### src/rtl/envelope_scaler.sv
// Scales a signed sample by an envelope coefficient in hundredths: sample * mag / FULL_SCALE.
// Shift-add multiply followed by restoring divide, fixed latency, valid/ready on both sides.
module envelope_scaler #(
  parameter int SAMPLE_W   = 16,
  parameter int MAG_W      = 8,
  parameter int FULL_SCALE = 100
) (
  input  logic                Clk,
  input  logic                Reset,
  input  logic                in_valid,
  output logic                in_ready,
  input  logic [SAMPLE_W-1:0] sample_in,
  input  logic [MAG_W-1:0]    magnitude,
  output logic                out_valid,
  input  logic                out_ready,
  output logic [SAMPLE_W-1:0] sample_out,
  output logic                busy
);

  localparam int PROD_W = SAMPLE_W + 1 + MAG_W;
  localparam int CNT_W  = $clog2(PROD_W + 1);
  // Remainder is always below FULL_SCALE; one extra bit holds the shifted trial value.
  localparam int REM_W  = $clog2(2 * FULL_SCALE);

  localparam logic [MAG_W-1:0] FS_MAG = MAG_W'(FULL_SCALE);
  localparam logic [REM_W-1:0] FS_REM = REM_W'(FULL_SCALE);
  localparam logic [CNT_W-1:0] CNT_MUL = CNT_W'(MAG_W);
  localparam logic [CNT_W-1:0] CNT_DIV = CNT_W'(PROD_W);
  localparam logic [CNT_W-1:0] CNT_ONE = CNT_W'(1);

  typedef enum logic [1:0] {IDLE, MUL, DIV, DONE} state_t;

  state_t               state_reg, state_next;
  logic                 sign_reg, sign_next;
  logic [MAG_W-1:0]     mag_reg, mag_next;
  logic [PROD_W-1:0]    mcand_reg, mcand_next;
  logic [PROD_W-1:0]    acc_reg, acc_next;
  logic [REM_W-1:0]     rem_reg, rem_next;
  logic [CNT_W-1:0]     cnt_reg, cnt_next;
  logic                 out_valid_reg, out_valid_next;
  logic [SAMPLE_W-1:0]  sample_out_reg, sample_out_next;

  logic [SAMPLE_W:0]    abs_in;
  logic [REM_W-1:0]     trial;
  logic                 qbit;
  logic [SAMPLE_W-1:0]  q_low;

  // Widen before negating so that the most negative sample has a representable magnitude.
  always_comb begin
    abs_in = {sample_in[SAMPLE_W-1], sample_in};
    if (sample_in[SAMPLE_W-1])
      abs_in = ~abs_in + 1'b1;
  end

  assign trial = {rem_reg[REM_W-2:0], acc_reg[PROD_W-1]};
  assign qbit  = (trial >= FS_REM);
  assign q_low = {acc_reg[SAMPLE_W-2:0], qbit};

  always_comb begin
    state_next      = state_reg;
    sign_next       = sign_reg;
    mag_next        = mag_reg;
    mcand_next      = mcand_reg;
    acc_next        = acc_reg;
    rem_next        = rem_reg;
    cnt_next        = cnt_reg;
    out_valid_next  = out_valid_reg;
    sample_out_next = sample_out_reg;
    case (state_reg)
      IDLE: begin
        if (in_valid) begin
          sign_next  = sample_in[SAMPLE_W-1];
          mag_next   = (magnitude > FS_MAG) ? FS_MAG : magnitude;
          mcand_next = {{MAG_W{1'b0}}, abs_in};
          acc_next   = '0;
          cnt_next   = CNT_MUL;
          state_next = MUL;
        end
      end
      MUL: begin
        if (mag_reg[0])
          acc_next = acc_reg + mcand_reg;
        mag_next   = mag_reg >> 1;
        mcand_next = mcand_reg << 1;
        cnt_next   = cnt_reg - 1'b1;
        if (cnt_reg == CNT_ONE) begin
          rem_next   = '0;
          cnt_next   = CNT_DIV;
          state_next = DIV;
        end
      end
      DIV: begin
        // Product bits leave from the top of acc while quotient bits enter at the bottom.
        rem_next = qbit ? (trial - FS_REM) : trial;
        acc_next = {acc_reg[PROD_W-2:0], qbit};
        cnt_next = cnt_reg - 1'b1;
        if (cnt_reg == CNT_ONE) begin
          sample_out_next = sign_reg ? (~q_low + 1'b1) : q_low;
          out_valid_next  = 1'b1;
          state_next      = DONE;
        end
      end
      DONE: begin
        if (out_ready) begin
          out_valid_next = 1'b0;
          state_next     = IDLE;
        end
      end
      default: state_next = IDLE;
    endcase
  end

  always_ff @(posedge Clk) begin
    if (Reset) begin
      state_reg      <= IDLE;
      sign_reg       <= 1'b0;
      mag_reg        <= '0;
      mcand_reg      <= '0;
      acc_reg        <= '0;
      rem_reg        <= '0;
      cnt_reg        <= '0;
      out_valid_reg  <= 1'b0;
      sample_out_reg <= '0;
    end else begin
      state_reg      <= state_next;
      sign_reg       <= sign_next;
      mag_reg        <= mag_next;
      mcand_reg      <= mcand_next;
      acc_reg        <= acc_next;
      rem_reg        <= rem_next;
      cnt_reg        <= cnt_next;
      out_valid_reg  <= out_valid_next;
      sample_out_reg <= sample_out_next;
    end
  end

  assign in_ready   = (state_reg == IDLE);
  assign busy       = (state_reg != IDLE);
  assign out_valid  = out_valid_reg;
  assign sample_out = sample_out_reg;

endmodule

### config.mk
export PLATFORM = sky130hd
export DESIGN_NAME = envelope_scaler
export DESIGN_NICKNAME = d
export VERILOG_FILES = /design/src/rtl/envelope_scaler.sv
export SDC_FILE = /design/constraint.sdc
export NUM_CORES = 1
export LEC_CHECK = 0
export CAP_MARGIN = 20
export CELL_PAD_IN_SITES_DETAIL_PLACEMENT = 1
export CELL_PAD_IN_SITES_GLOBAL_PLACEMENT = 1
export CORE_ASPECT_RATIO = 1.75
export CORE_MARGIN = 10
export CORE_UTILIZATION = 44
export DETAILED_ROUTE_END_ITERATION = 8
export PLACE_DENSITY_LB_ADDON = 0.1
export SYNTH_ARGS = -nofsm -noshare
export SYNTH_HDL_FRONTEND = slang
export SYNTH_SLANG_ARGS = --single-unit
### constraint.sdc
create_clock -name Clk -period 2.8 [get_ports Clk]
set_input_delay 0.7 -clock Clk [delete_from_list [all_inputs] [get_ports Clk]]
set_output_delay 0.7 -clock Clk [all_outputs]
set_load 0.1 [all_outputs]
# Yosys cells after proc, flatten, opt, wreduce, memory -nomap -nowiden
# Index checks and enable logic that the tools add are counted.
# op_classes
addsub,5
order_cmp,2
n_eq_ne,9
n_mux,24
bitwise_logic,2
n_reduce_logical,14
# ops
operator,count
$mux W25,3
$pmux W25 S3,1
$pmux W25 S2,1
$add A25 B25 Y25,1
$add A17 B1 Y17 const B,1
$mux W17,1
$not A17 Y17,1
$add A16 B1 Y16 const B,1
$mux W16,1
$mux W8,2
$not A16 Y16,1
$pmux W8 S2,1
$pmux W5 S3,1
$mux W7,2
$pmux W7 S2,1
$mux W5,2
$ne A2 B2 Y1 const B,5
$reduce_and A2 Y1,5
$ge A8 B7 Y1 const B,1
$gt A8 B7 Y1 const B,1
$mux W2,4
$pmux W2 S4,1
$reduce_bool A2 Y1,4
$sub A7 B7 Y7 const B,1
other kinds (10),13
# word_totals
regBits,90
in_bits,28
wordCells,65

# Depth between registers and ports, before layout
# depth
ltp_word,5
mapped_depth,13
mapped_depth_nobuf,12

# Worst setup path after synthesis
# Ideal clock, no wire load.
# synth_path
path_kind,reg2out
from,register state_reg[0]
to,output port busy
t_arrival_ns,2.051
required_time_ns,2.100
slack_ns,0.049
stages_incl_launch_ff,4
path_cell_list,dfxtp_1 > inv_1 > ha_1 > inv_1
# synth_between
elab_chain_cells,1
# synth_rtl
element,line,source
from (decl),33,"state_t state_reg, state_next;"
from (signal assigned),125,state_reg <= state_next;
$reduce_bool A2 Y1,138,assign busy = (state_reg != IDLE);
to (decl),17,output logic busy
# No other way between the ends.

# Final worst setup path
# layout_path
from,input port sample_in[8]
to,register mcand_reg[14]
# layout_between
elab_chain_cells,5
# layout_rtl
element,line,source
from (decl),12,"input logic [SAMPLE_W-1:0] sample_in,"
$not A17 Y17,52,abs_in = ~abs_in + 1'b1;
$add A17 B1 Y17,52,
$mux W17,51,if (sample_in[SAMPLE_W-1])
$mux W25,71,if (in_valid) begin
$pmux W25 S2,69,case (state_reg)
to (signal assigned),128,mcand_reg <= mcand_next;
to (decl),36,"logic [PROD_W-1:0] mcand_reg, mcand_next;"
# No other way between the ends. The select of a mux whose other input is x is not followed.
# A chain may end at the register's enable or synchronous reset.

==> impl_metrics.csv <==
group,metric,value,unit
outcome,status,"completed",
clocking,clock-sinks,90,
timing,fin_crit,2.60,ns
routing,post_drt_wl_per_cell,19.7,um
floorplanning,die_x,106,um
power_and_ir_drop,power.density,724,nW/um2
logic_synthesis,ys_warn_count,0,
logic_synthesis,avgSynthCellArea,7.71,um2
placed_design,place_ws,-0.156,ns
placed_design,place.gp.congestion,0.907,
power_and_ir_drop,vdd_ir_drop_max,0.000379,V
timing,rsz0062_at_grt,"false",
worst_setup_path,critPathTopFamily,"simple AND/OR/NAND/NOR gates",
timing,setup_viol,0,
job,cap_violations,0,
global_route,use_met2,0.431,
layout,diodes,0,
layout,n_fill_cell,1630,
timing,tns,0,ns
timing,holdWs,0.454,ns
clocking,cts_hold_buf,0,
worst_setup_path,cp_slowest_cell,"or4_4",
floorplanning,die_area,18200,um2
routing,via_count,5776,
timing,max_freq,384,MHz
global_route,grt_use_met3,0.0270,
worst_setup_path,startpoint_type,"input pin",
clocking,cts_buffer_depth,2,
logic_synthesis,synth_ff_type,"dfxtp_1",
worst_hold_path,worstHoldPathCells,2,
worst_setup_path,rr_startpoint,"mcand_reg[0]",
worst_hold_path,min_from,"sample_out[14]",
logic_synthesis,synth_cell_type_count,63,
logic_synthesis,synth_edf_count,0,
logic_synthesis,synth_nets,810,
placed_design,port_buffers,46,
worst_hold_path,hold_path_end,"sample_out[14]",
routing,routed_wl,19.2,mm
global_route,grt_pass1_vias,6347,
worst_setup_path,crit_top_cell,"or4_4",
layout,drive_above_1_share,0.109,
logic_synthesis,ys_seq_area_frac,0.313,
logic_synthesis,yosysTopAreaCell,"dfxtp_1",
placed_design,place_area,6500,um2
timing,period_share,0.930,
routing,dr.first_iter.drc_count,208,
worst_setup_path,critPathMaxFanout,3,
worst_hold_path,hp-class,"flip-flop to flip-flop",
worst_setup_path,worstSetupPathType,"input pin to flip-flop",
worst_setup_path,arrival,2.85,ns
clocking,htree_levels,3,
floorplanning,start_util,0.447,
global_route,overflow,0,
worst_setup_path,slowest_delay,0.55,ns
worst_setup_path,required,3.05,ns
clocking,clock_latency,0.35,ns
layout,final_area,6790,um2
routing,ant_nets,0,
timing,max_slew.worst_pin.slew,0.716,ns
floorplanning,rows,55,
global_route,grt_max_degree,51,
worst_setup_path,cp_num_buf_inv,1,
global_route,antenna_found_initial,0,
logic_synthesis,ys_async_sr_fraction,0,
global_route,met1_usage,0.197,
routing,drc_errors,0,
placed_design,hpwl,14.9,mm
clocking,cts_tree,"yes",
worst_setup_path,r2r_end,"acc_reg[20]",
floorplanning,die_h,171,um
routing,firstDrtPassIters,4,
worst_setup_path,crit_chain,"clkdlybuf4s50_1 -> or4_4 -> or4_4 -> o31ai_2 -> xnor2_1 -> nand2_1 -> a311oi_1",
logic_synthesis,synth_cells,746,
layout,synthToLayoutAreaGrowth,18.2,%
clocking,numCtsBuffers,9,
timing,final_max_slew_viol_count,0,
logic_synthesis,yosysTopAreaCellShare,0.313,
timing,hold_violations,0,
floorplanning,core_area,12900,um2
timing,slew_headroom,0.523,
clocking,cts.clk_slew.worst_paths,0.06,ns
timing,timing.final.ws_setup,0.196,ns
global_route,grt_util_all_layers,0.214,
global_route,grt_pass1_wl,31.5,mm
worst_setup_path,endpoint_kind,"flip-flop",
worst_setup_path,r2r_cells,10,
logic_synthesis,synth.area.top_cells,"dfxtp_1 (31%), ha_1 (7.6%), nand2_1 (6.3%), a21oi_1 (6.2%), nor2_1 (4.9%)",
power_and_ir_drop,cellLeakagePower,2.64,nW
logic_synthesis,synth_seq_cells,90,
global_route,top_usage_layer,"met2",
floorplanning,num_io_pins,47,
logic_synthesis,netlist_area,5750,um2
clocking,cts_root_buffer,"clkbuf_16",
timing,finalClockSkew,0.0135,ns
layout,nets,861,
worst_setup_path,r2r_slack,0.26,ns
routing,vias_per_cell,5.95,
## layout by cell type (no fill, tap or decap), types with 3 or more instances in the layout
master / netlist / routed
clkdlybuf4s50_1: 0 / 26
xnor2_1: 24 / 24
o21a_1: 3 / 3
o41ai_1: 3 / 3
o21ai_0: 39 / 38
a21o_1: 6 / 6
nor2b_1: 5 / 5
nand3_1: 10 / 10
and3_1: 18 / 18
xor2_1: 25 / 25
buf_4: 0 / 55
a311oi_1: 4 / 4
nand2b_1: 12 / 12
a31oi_1: 12 / 12
dfxtp_1: 90 / 90
o211ai_1: 9 / 9
o31ai_1: 6 / 6
ha_1: 35 / 35
a22oi_1: 18 / 18
clkbuf_16: 0 / 9
o21ai_1: 4 / 4
inv_1: 23 / 23
a21oi_1: 71 / 70
nor2_1: 75 / 75
a221oi_1: 3 / 3
nand4_1: 6 / 6
nor3_1: 10 / 9
nand2_1: 97 / 97
and2_1: 4 / 4
or3_1: 7 / 7
mux2i_1: 5 / 5
a211oi_1: 24 / 24
o22ai_1: 11 / 11
nor4_1: 7 / 7
o2111ai_1: 3 / 3
## per-layer routing
metal	part of all wire	wire, um
met1	0.35	6780
met2	0.58	11100
met3	0.023	432
met4	0.047	904
met5	0	0
## cell type report
| type | count | area (um2) | area share |
|---|---|---|---|
| multi-input combinational | 589 | 3710 | 0.546 |
| sequential | 90 | 1800 | 0.265 |
| timing repair buffer | 83 | 698 | 0.103 |
| clock buffer | 9 | 225 | 0.0331 |
| tap | 171 | 214 | 0.0315 |
| inverter | 24 | 90.1 | 0.0133 |
| clock inverter | 5 | 56.3 | 0.00829 |
## cell usage after synthesis, types with 3 or more instances
cell type,n
or3_1,7
o211ai_1,9
nor4_1,7
buf_1,6
nor3_1,10
mux2i_1,5
a21oi_1,71
a211oi_1,24
a31oi_1,12
xnor2_1,24
o21ai_0,39
inv_1,23
xor2_1,25
clkbuf_1,34
nand2b_1,12
nand3_1,10
a21boi_0,3
dfxtp_1,90
nand4_1,6
o2111ai_1,3
o31ai_1,6
a21o_1,6
nor2_1,75
o22ai_1,11
o21a_1,3
a22oi_1,18
nor2b_1,5
and2_1,4
ha_1,35
o21ai_1,4
and3_1,18
a221oi_1,3
nand2_1,97
o41ai_1,3
a311oi_1,4
## worst min-delay path: stages (launching register included)
cell and delay (ns):
dfxtp_1 0.31, nand2_1 0.05, a21oi_1 0.05
## metrics by stage
step,util,total power [mW],cells
global placement,0.505,3.66,957
CTS,0.527,4.95,971
global route,0.528,5.21,971
detailed placement,0.505,3.73,957
finish,0.528,4.92,971
floorplan,-,2.98,746
## worst max-delay path by stage
stage / startpoint / end / depth (start not counted)
after CTS: mcand_reg[0] / acc_reg[24] / 10
after global placement: sample_in[8] / mcand_reg[14] / 7
after global routing: mcand_reg[0] / acc_reg[24] / 10
after detailed placement: sample_in[8] / mcand_reg[14] / 7
after floorplan: state_reg[0] / busy / 3
final: sample_in[8] / mcand_reg[14] / 7
## power by group
part / leakage (nW) / switching [mW] / internal [mW]
logic: 1.78 / 1.42 / 0.686
clock network: 0.138 / 0.517 / 0.682
registers: 0.730 / 0.168 / 1.45
## cell families after synthesis
kind of cell / share of synthesized area
AO/OA/AOI/OAI: 0.268
XOR/XNOR: 0.0747
adder cells (fa/ha/maj): 0.0797
buffers and inverters: 0.0455
flip-flops: 0.313
multiplexers: 0.00871
AND/OR/NAND/NOR: 0.210
## repair_timing
item,4_1_cts,5_1_grt
gates resized for setup,0,5
endpoints found under the hold margin,0,0
endpoints found under the setup margin,0,4
setup buffers,0,0
No activity file was read; power rests on OpenSTA's default activity.
